File: config.mk
export PLATFORM = sky130hd
export DESIGN_NAME = verin_pwm_drive
export DESIGN_NICKNAME = d
export VERILOG_FILES = /design/src/rtl/verin_pwm_drive.sv
export SDC_FILE = /design/constraint.sdc
export NUM_CORES = 1
export LEC_CHECK = 0
export ABC_CLOCK_PERIOD_IN_PS = 4700
export CORE_UTILIZATION = 42
export CTS_CLUSTER_SIZE = 8
export DETAILED_ROUTE_END_ITERATION = 10
export PLACE_DENSITY = 0.73
export SLEW_MARGIN = 5
export SYNTH_ARGS = -nofsm -noshare
export SYNTH_HDL_FRONTEND = slang
export SYNTH_SLANG_ARGS = --single-unit
File: constraint.sdc
create_clock -name clk_clk -period 4.7 [get_ports clk_clk]
set_clock_uncertainty 0.05 [all_clocks]
set_input_delay 0.47 -clock clk_clk [delete_from_list [all_inputs] [get_ports clk_clk]]
set_output_delay 0.47 -clock clk_clk [all_outputs]
set_load 0.005 [all_outputs]
File: src/rtl/verin_pwm_drive.sv
// Tiller actuator PWM driver with direction dead-time and end-stop gating.
// Latency: pwm_o is registered one cycle after the period counter; end-stop flags one cycle after inputs.
// No backpressure: free-running drive, direction changes stall PWM for DEADTIME cycles.
module verin_pwm_drive #(
    parameter int DEADTIME = 1000  // must be >= 1
) (
    input  logic        clk_clk,
    input  logic        reset_reset_n,
    input  logic [15:0] freq,
    input  logic [15:0] duty,
    input  logic        sens,
    input  logic [11:0] angle_barre,
    input  logic [11:0] butee_g,
    input  logic [11:0] butee_d,
    output logic        pwm_o,
    output logic        sens_o,
    output logic        fin_course_g,
    output logic        fin_course_d,
    output logic        dead_o
);

    localparam int DW = (DEADTIME > 1) ? $clog2(DEADTIME) : 1;
    localparam logic [DW-1:0] DEAD_LOAD = DW'(DEADTIME - 1);

    typedef enum logic {
        RUN  = 1'b0,
        DEAD = 1'b1
    } state_t;

    state_t        state_q;
    logic [DW-1:0] dead_cnt_q;
    logic          sens_q;

    logic [15:0]   cnt_q, cnt_d;
    logic [15:0]   freq_l_q, freq_l_d;
    logic [15:0]   duty_l_q, duty_l_d;
    logic          pwm_q, pwm_d;
    logic          fin_g_q, fin_d_q;

    logic          freq_short;
    logic          wrap;
    logic          go_dead;
    logic          dead_exit;
    logic          reload;
    logic          raw_pwm;
    logic          blocked;

    // A period shorter than 2 cycles is treated as "PWM off" and keeps the shadows transparent.
    assign freq_short = (freq_l_q < 16'd2);
    assign wrap       = (cnt_q == (freq_l_q - 16'd1));
    assign go_dead    = (state_q == RUN) && (sens != sens_q);
    assign dead_exit  = (state_q == DEAD) && (dead_cnt_q == '0);
    assign reload     = freq_short || wrap || dead_exit;
    assign raw_pwm    = !freq_short && (cnt_q < duty_l_q);
    // Only the end-stop in the direction of travel blocks; the reverse way stays free.
    assign blocked    = sens_q ? fin_d_q : fin_g_q;

    // Period counter and shadow registers: settings only take effect on a period boundary.
    always_comb begin
        cnt_d    = cnt_q + 16'd1;
        freq_l_d = freq_l_q;
        duty_l_d = duty_l_q;
        if (reload) begin
            cnt_d    = '0;
            freq_l_d = freq;
            duty_l_d = duty;
        end
    end

    // PWM is suppressed while dead, on the cycle DEAD is entered, and on the exit cycle
    // (whose counter value belongs to the aborted period).
    always_comb begin
        pwm_d = raw_pwm && (state_q == RUN) && !go_dead && !blocked;
    end

    // Period counter, shadows and registered PWM output.
    always_ff @(posedge clk_clk or negedge reset_reset_n) begin
        if (!reset_reset_n) begin
            cnt_q    <= '0;
            freq_l_q <= '0;
            duty_l_q <= '0;
            pwm_q    <= 1'b0;
        end else begin
            cnt_q    <= cnt_d;
            freq_l_q <= freq_l_d;
            duty_l_q <= duty_l_d;
            pwm_q    <= pwm_d;
        end
    end

    // End-stop flags are tracked continuously, independent of direction.
    always_ff @(posedge clk_clk or negedge reset_reset_n) begin
        if (!reset_reset_n) begin
            fin_g_q <= 1'b0;
            fin_d_q <= 1'b0;
        end else begin
            fin_g_q <= (angle_barre <= butee_g);
            fin_d_q <= (angle_barre >= butee_d);
        end
    end

    // Direction FSM: any requested reversal runs the full dead time; the direction
    // applied at exit is whatever is requested then, so a bounce-back is harmless.
    always_ff @(posedge clk_clk or negedge reset_reset_n) begin
        if (!reset_reset_n) begin
            state_q    <= RUN;
            dead_cnt_q <= '0;
            sens_q     <= 1'b0;
        end else begin
            case (state_q)
                RUN: begin
                    if (sens != sens_q) begin
                        state_q    <= DEAD;
                        dead_cnt_q <= DEAD_LOAD;
                    end
                end
                DEAD: begin
                    if (dead_cnt_q == '0) begin
                        state_q <= RUN;
                        sens_q  <= sens;
                    end else begin
                        dead_cnt_q <= dead_cnt_q - 1'b1;
                    end
                end
                default: state_q <= RUN;
            endcase
        end
    end

    assign pwm_o        = pwm_q;
    assign sens_o       = sens_q;
    assign fin_course_g = fin_g_q;
    assign fin_course_d = fin_d_q;
    assign dead_o       = (state_q == DEAD);

endmodule

Yosys cells after proc, flatten, opt, wreduce, memory -nomap -nowiden. Cells that the tools add are included.

Word-level logic and storage cells: 43. Input bits: 71. Bits in registers: 63.

Add/subtract/negate cells: 3. Reduce and logical (&&, ||, !) cells: 14. Order comparisons: 4. Muxes and demuxes: 8. Equality and inequality tests: 4. Bitwise logic cells: 1.

Operators by type and width (number): $mux 10 (2); $pmux 10 s2 (1); $add 16x1->16 const B (1); $eq 16x16->1 (1); $lt 16x16->1 (1); $lt 16x2->1 const B (1); $mux 16 (1); $sub 16x1->16 const B (1); $ge 12x12->1 (1); $le 12x12->1 (1); $logic_not 10->1 (1); $sub 10x1->10 const B (1); $logic_and 1x1->1 (6); $reduce_and 2->1 (2); $logic_not 1->1 (3); $mux 1 (3); $logic_or 1x1->1 (2); $ne 2x1->1 const B (1); $ne 2x2->1 const B (1); $pmux 1 s2 (1); $ne 1x1->1 (1); $not 1->1 (1).

Logic depth before layout (Yosys ltp). Gate-level depths: netlist of run 1.

Word-level depth: 6. Gate-level depth with buffers: 13.

Worst setup path after synthesis of run 1. No wires, ideal clock.

Kind: reg2reg. Start: register freq_l_q[4]. End: register freq_l_q[12]. Path buffers: 2. Stages on the path, launching flop included: 10. Data required time: 4.523 ns. Arrival time: 2.650 ns. Setup slack: 1.872 ns. Period minus slack after synthesis: 2.828 ns. Cell sequence: dfrtp_1 or4_4 o31ai_1 a21oi_1 a311oi_1 o22ai_1 o31ai_2 buf_4 buf_8 mux2_1.

Cells in the longest elaborated chain, start to end: 4. Elaborated cells on any way between the ends: 5.

Ends and longest elaborated chain: from (decl) (RTL line 35) `logic [15:0] freq_l_q, freq_l_d;`; from (signal assigned) (RTL line 85) `freq_l_q <= freq_l_d;`; $sub 16x1->16 (RTL line 50) `assign wrap = (cnt_q == (freq_l_q - 16'd1));`; $eq 16x16->1 (RTL line 50); $logic_or 1x1->1 (*) (2 in series) (RTL line 53) `assign reload = freq_short || wrap || dead_exit;`.

Mark *: on every way between the ends. The rest lies on a longest branch, timed or not. A chain may end at the register's enable or synchronous reset.

Worst setup path in the final report of run 1.
Start: register freq_l_q[4]. End: register duty_l_q[11].

Cells in the longest elaborated chain, start to end: 4. Elaborated cells on any way between the ends: 5.

Ends and longest elaborated chain: $sub 16x1->16 (RTL line 50); $eq 16x16->1 (RTL line 50); $logic_or 1x1->1 (*) (2 in series) (RTL line 53); to (signal assigned) (RTL line 86) `duty_l_q <= duty_l_d;`; to (decl) (RTL line 36) `logic [15:0] duty_l_q, duty_l_d;`.

Marks and branches as above.

==> results of run 1 <==
[cells in the mapped netlist (all sizes together) (2+ instances only)]
master / number
dfrtp: 63
inv: 49
ha: 42
mux2: 33
nor2: 29
xor2: 20
xnor2: 16
a21oi: 15
nand2: 15
nand3: 15
a21o: 13
o21ai: 13
nor3: 10
and3: 9
nor4: 8
nand4: 7
a31oi: 5
buf: 5
clkbuf: 5
nand2b: 5
nor2b: 4
or4: 4
a211oi: 3
nand3b: 3
nor4b: 3
a211o: 2
o21a: 2
o22ai: 2
o31ai: 2
or3: 2
[cell type report]
cell class / count / area, um^2
Clock buffer: 10 / 127.6
Clock inverter: 6 / 85.08
Fill cell: 849 / 4148
Inverter: 49 / 183.9
Multi-Input combinational cell: 294 / 2277
Sequential cell: 63 / 1577
Tap cell: 129 / 161.4
Timing Repair Buffer: 78 / 768.2
[power by group through the flow]
stage | Sequential [uW] | Combinational [uW] | Clock, uW
2_1_floorplan | 689 | 258 | 0
3_3_place_gp | 728 | 350 | 0
3_5_place_dp | 731 | 367 | 0
4_1_cts | 722 | 369 | 531
5_1_grt | 736 | 414 | 556
6_report | 723 | 363 | 516
[per-stage QoR]
| step | hold slack, ps | std cells |
|---|---|---|
| 3_3_place_gp | 439.7 | 613 |
| 6_report | 81.05 | 629 |
| 2_1_floorplan | 124.4 | 416 |
| 4_1_cts | 88.51 | 629 |
| 3_5_place_dp | 446.0 | 613 |
| 5_1_grt | 114.1 | 629 |
[state kept, by name, summed over array words and instances (netlist names)]
register / count
cnt_q: 16
dead_cnt_q: 10
dead_o: 1
duty_l_q: 16
fin_course_d: 1
fin_course_g: 1
freq_l_q: 16
pwm_o: 1
sens_o: 1
[worst max-delay path: stages (launching register included)]
cell      delay [ps]
dfrtp_1          440
nor4_2           710
nand3_1          230
xor2_1           210
a211oi_1         240
o22ai_1          160
o31ai_4          280
buf_4            350
mux2_2           370
[routing by layer]
layer | GRT usage | routed length (um) | vias to the layer above
met1 | 0.2044 | 3619 | 1550
met3 | 0.05340 | 553 | 13
met4 | 0.06020 | 138 | 0
met2 | 0.3235 | 4215 | 94
li1 | - | - | 1619
met5 | 0 | 0 | -
[path summary, 6_finish.rpt]
| check | from | end | slack, ps | depth (start not counted) |
|---|---|---|---|---|
| max | freq_l_q[4] | duty_l_q[11] | 1520 | 8 |
| min reg2reg | duty_l_q[14] | duty_l_q[14] | 450 | 1 |
| max reg2reg | freq_l_q[4] | duty_l_q[11] | 1520 | 8 |
| max in group asynchronous | reset_reset_n | cnt_q[13] | 3620 | 2 |
| min in group clk_clk | duty_l_q[14] | duty_l_q[14] | 450 | 1 |
| min | reset_reset_n | dead_cnt_q[0] | 80 | 1 |
[logic make-up after synthesis]
kind of cell	after synthesis
compound gates	63
simple gates	120
buf+inv	59
flops	63
xor+xnor	36
mux	33
fa+ha+maj	42
[layout by cell type, fill, tap and decap left out, drive strengths merged, types with 2 or more instances in the layout]
cell type | netlist | layout
clkinvlp | 0 | 2
xnor2 | 16 | 16
clkbuf | 5 | 10
a211o | 2 | 2
nor2 | 29 | 29
mux2 | 33 | 33
nor4b | 3 | 3
xor2 | 20 | 20
dfrtp | 63 | 63
nand3b | 3 | 3
buf | 5 | 4
o31ai | 2 | 2
nor3 | 10 | 10
nand4 | 7 | 7
nor4 | 8 | 8
or4 | 4 | 4
or3 | 2 | 2
a21o | 13 | 13
nor2b | 4 | 4
a211oi | 3 | 3
o21a | 2 | 2
o21ai | 13 | 13
clkinv | 0 | 2
nand3 | 15 | 15
ha | 42 | 42
and3 | 9 | 9
a31oi | 5 | 5
a21oi | 15 | 15
nand2 | 15 | 15
o22ai | 2 | 2
bufinv | 0 | 2
nand2b | 5 | 5
inv | 49 | 49
clkdlybuf4s50 | 0 | 74
==> out/qor.yml, run 1 <==
pwr:
  seq_power_share: 0.451
  pwr-share-clk: 0.322
  p_int_uw: 1121
  switchingPower_uw: 480.3
  vdd_drop_max_v: 0.0001353
  switching_share: 0.3000
  comb_power_share: 0.227
  pwr_density_cell_mw_per_mm2: 309.1
  p_leak_uw: 0.002393
  total_power_uw: 1601
finish:
  final_util: 0.5553
  fin_area_mm2: 0.005180
  syn_to_final_growth_pct: 26.45
  drive_above_1_share: 0.1060
  diodes: 0
  fin_nets: 608
logic_synthesis:
  synthXorXnorAreaFrac: 0.07697
  yosysSeqAreaShare: 0.3849
  synth_seq_cells: 63
  synth-edff-count: 0
  synth_warnings: 0
  synth_nets: 529
  syn_area_per_cell_um2: 9.847
  synth.area.mux_share: 0.09071
  synth_top_area_share: 0.3849
  synth-async-reset-ratio: 1.000
  synth_top_family_by_area: "simple AND/OR/NAND/NOR gates"
  synth_fa_ha_area_frac: 0.1283
  yosysTopAreaCell: "dfrtp_1"
  yosys.area_share.simple: 0.1579
  syn_inst: 416
  netlist_area_mm2: 0.004096
  synth_ff_type: "dfrtp_1"
  synth.distinct_cells: 48
  synth-compound-area-share: 0.09988
  ys_top_cells_by_area: "dfrtp_1 38%, ha_1 13%, mux2_2 8.2%"
timing:
  finalSetupTns_ps: 0
  slew_headroom: 0.4841
  setup_ws_ps: 1523
  maxSlewViolCount: 0
  rsz0062_at_grt: "false"
  period_share: 0.6759
  finalHoldViolations: 0
  worst-slew-pin-transition_ps: 766.9
  finalSetupViolCount: 0
  max_freq_ghz: 0.3148
  period_needed_ps: 3177
setup_path:
  cp_max_fo: 29
  start_kind: "flop"
  crit_type: "flop to flop"
  worstPathRequired_ps: 4880
  critPathCaptureType: "flop"
  arrival_ps: 3350
grt:
  grt_use_total: 0.1804
  antenna_found_initial: 0
  overflow: 0
  grt_max_degree: 39
  grt_pass1_vias: 3258
  grt_pass1_wl_um: 14440
clock_tree:
  cts_tree: "done"
  cts_buffers: 9
  clk_latency_ps: 340
  clk_path_buf_depth: 2
  postCtsHoldBufs: 0
  clock-root-buffer: "clkbuf_8"
  clkTransAtPathRegs_ps: 70
  cts.htree.levels: 3
  cts.sinks: 63
  cts_setup_buffers: 0
  ctsResizeCount: 0
drt:
  drt-vias-per-instance: 5.208
  drc: 0
  route.antenna.remaining_nets: 0
  drtPass1Iterations: 4
  wirelength_um: 8526
  drtIter0Drc: 122
  num_vias: 3276
  wl_per_cell_um: 13.55
run_status:
  run_status: "complete, no violations"
place:
  dpl.hpwl_um: 6671
  dp_slack_ps: 1561
  placed_cell_area_mm2: 0.004967
  io_buffers: 75
  gp_congestion: 0.8801
floorplan:
  top_level_ports: 76
  rows: 35
  die_width_um: 100.8
  start_util: 0.4392
  coreArea_mm2: 0.009328
  die_area_mm2: 0.01015
  fp.dieH_um: 100.8
min_path:
  worstHoldPathType: "primary input to asynchronous set/reset pin"
job:
  maxCapViolCount: 0
Power figures use the tool's default switching activity.
==> run 2: changes to the inputs <==
ABC_CLOCK_PERIOD_IN_PS = 2600   (was 4700)
PLACE_DENSITY = 0.76   (was 0.73)
clock period = 2.6 ns   (was 4.7 ns; I/O delays follow)
==> out/qor.yml, run 2 (synthesis results as in run 1) <==
run_status:
  run_status: "complete, but fails checks"
  violations: "negative setup slack"
finish:
  fin_area_mm2: 0.005816
  fin_nets: 651
  final_cell_mix: "74 x clkdlybuf4s50_1, 62 x dfrtp_1, 49 x inv_1"
  drive_above_1_share: 0.2325
  diodes: 0
  reg_top3: "cnt_q: 16 flops, duty_l_q: 16 flops, freq_l_q: 16 flops"
  layout_commonest_cell: "clkdlybuf4s50_1"
  fillCellCount: 739
  syn_to_final_growth_pct: 41.97
min_path:
  worstHoldPathType: "primary input to asynchronous set/reset pin"
place:
  gp_congestion: 0.8874
  dpl.hpwl_um: 7086
  placed_cell_area_mm2: 0.005215
  io_buffers: 75
timing:
  max_freq_ghz: 0.3418
  period_share: 1.125
  worst-slew-pin-transition_ps: 598.0
  finalHoldViolations: 0
  period_needed_ps: 2926
  slew_headroom: 0.5983
  whs_ps: 414.9
  setup_ws_ps: -326.0
  maxSlewViolCount: 0
  rsz0062_at_grt: "true"
  finalSetupViolCount: 47
clock_tree:
  clk_latency_ps: 350
  cts.htree.levels: 3
  clkTransAtPathRegs_ps: 70
  cts_buffers: 9
  clk_path_buf_depth: 2
  cts_tree: "done"
  cts.sinks: 63
  clock-root-buffer: "clkbuf_8"
setup_path:
  crit_type: "flop to flop"
  critPathCaptureType: "flop"
  rrSetupSlack_ps: -330
  arrival_ps: 3100
  start_kind: "flop"
  cp_max_fo: 8
  worstPathRequired_ps: 2780
floorplan:
  start_util: 0.4392
  fp.dieH_um: 100.8
  coreArea_mm2: 0.009328
  rows: 35
  die_width_um: 100.8
  die_area_mm2: 0.01015
  top_level_ports: 76
drt:
  drt-vias-per-instance: 5.341
  drc: 0
  drtIter0Drc: 165
  wirelength_um: 10590
  num_vias: 3584
  drtPass1Iterations: 5
  wl_per_cell_um: 15.78
  route.antenna.remaining_nets: 0
grt:
  antenna_found_initial: 0
  grt_use_total: 0.2034
  grt_max_degree: 64
  grt_pass1_wl_um: 16070
  grt_pass1_vias: 3669
  overflow: 0
job:
  maxCapViolCount: 0
pwr:
  pwr_density_cell_mw_per_mm2: 488.0
  p_leak_uw: 0.002716
  vdd_drop_max_v: 0.0002155
[run 2: changes by cell type in the layout (fill, tap and decap cells not counted), sizes merged]
| cell | change |
|---|---|
| clkbuf | +2 |
| buf | +41 |
| dlygate4sd3 | +1 |
| bufinv | -2 |
| clkinvlp | -1 |
| clkinv | +1 |
[run 2: worst paths after layout]
kind / from / endpoint / cells past startpoint
setup / recovery: freq_l_q[8] / duty_l_q[14] / 9
hold / removal: reset_reset_n / duty_l_q[1] / 3
setup reg to reg: freq_l_q[8] / duty_l_q[14] / 9
hold reg to reg: duty_l_q[14] / duty_l_q[14] / 1
max in group asynchronous: reset_reset_n / duty_l_q[12] / 3
min in group clk_clk: duty_l_q[14] / duty_l_q[14] / 1
[run 2: cell type report]
type	instances	area, um^2	share of cell area
well taps	129	161.4	0.02775
clock buffers	11	141.4	0.02431
inverters	49	183.9	0.03163
flip-flops and latches	63	1578	0.2713
clock inverters	4	22.52	0.003873
repair buffers	121	1199	0.2061
multi-input cells	294	2530	0.4350
[run 2: what timing repair did]
item                       in CTS  in global routing
cloned                          2                  1
hold buffers                    1                  0
gates resized for setup        18                 50
hold endpoints to repair       63                  0
pin swaps                       0                 17
setup buffers                   4                 15
setup endpoints to repair      32                 48
[run 2: routing by layer]
layer  GRT usage  share of wire  wire length, um
met1      0.2096           0.38             4008
met2      0.3730           0.52             5482
met3     0.07143          0.073              773
met4     0.08473          0.030              322
met5           0              0                0
[run 2: where the power goes]
part	internal (uW)	total [uW]	leakage, uW	switching (uW)
Clock	362	753	0.0000850	391
Combinational	450	822	0.00188	372
Sequential	1120	1260	0.000756	144
Total	1930	2840	0.00272	907
[run 2: per-stage QoR]
stage,setup TNS (ps),utilization,total power [uW],worst slack [ps],cells
after floorplan,-303.6,-,1718,-95.66,416
after global placement,-4886,0.5591,1997,-172.4,635
after detailed placement,-7188,0.5591,2047,-271.0,635
after CTS,-5461,0.5928,2818,-203.3,657
after global routing,-18930,0.6235,3016,-479.2,671
final,-11380,0.6235,2838,-326.0,671
[run 2: worst max-delay path, cell delays in order, from the launching register on]
cell and delay (ps):
dfrtp_1 400, or4_4 600, o31ai_4 290, a21oi_1 140, a311oi_2 230, o22ai_2 120, o31ai_4 290, buf_6 180
clkbuf_16 160, mux2_2 330
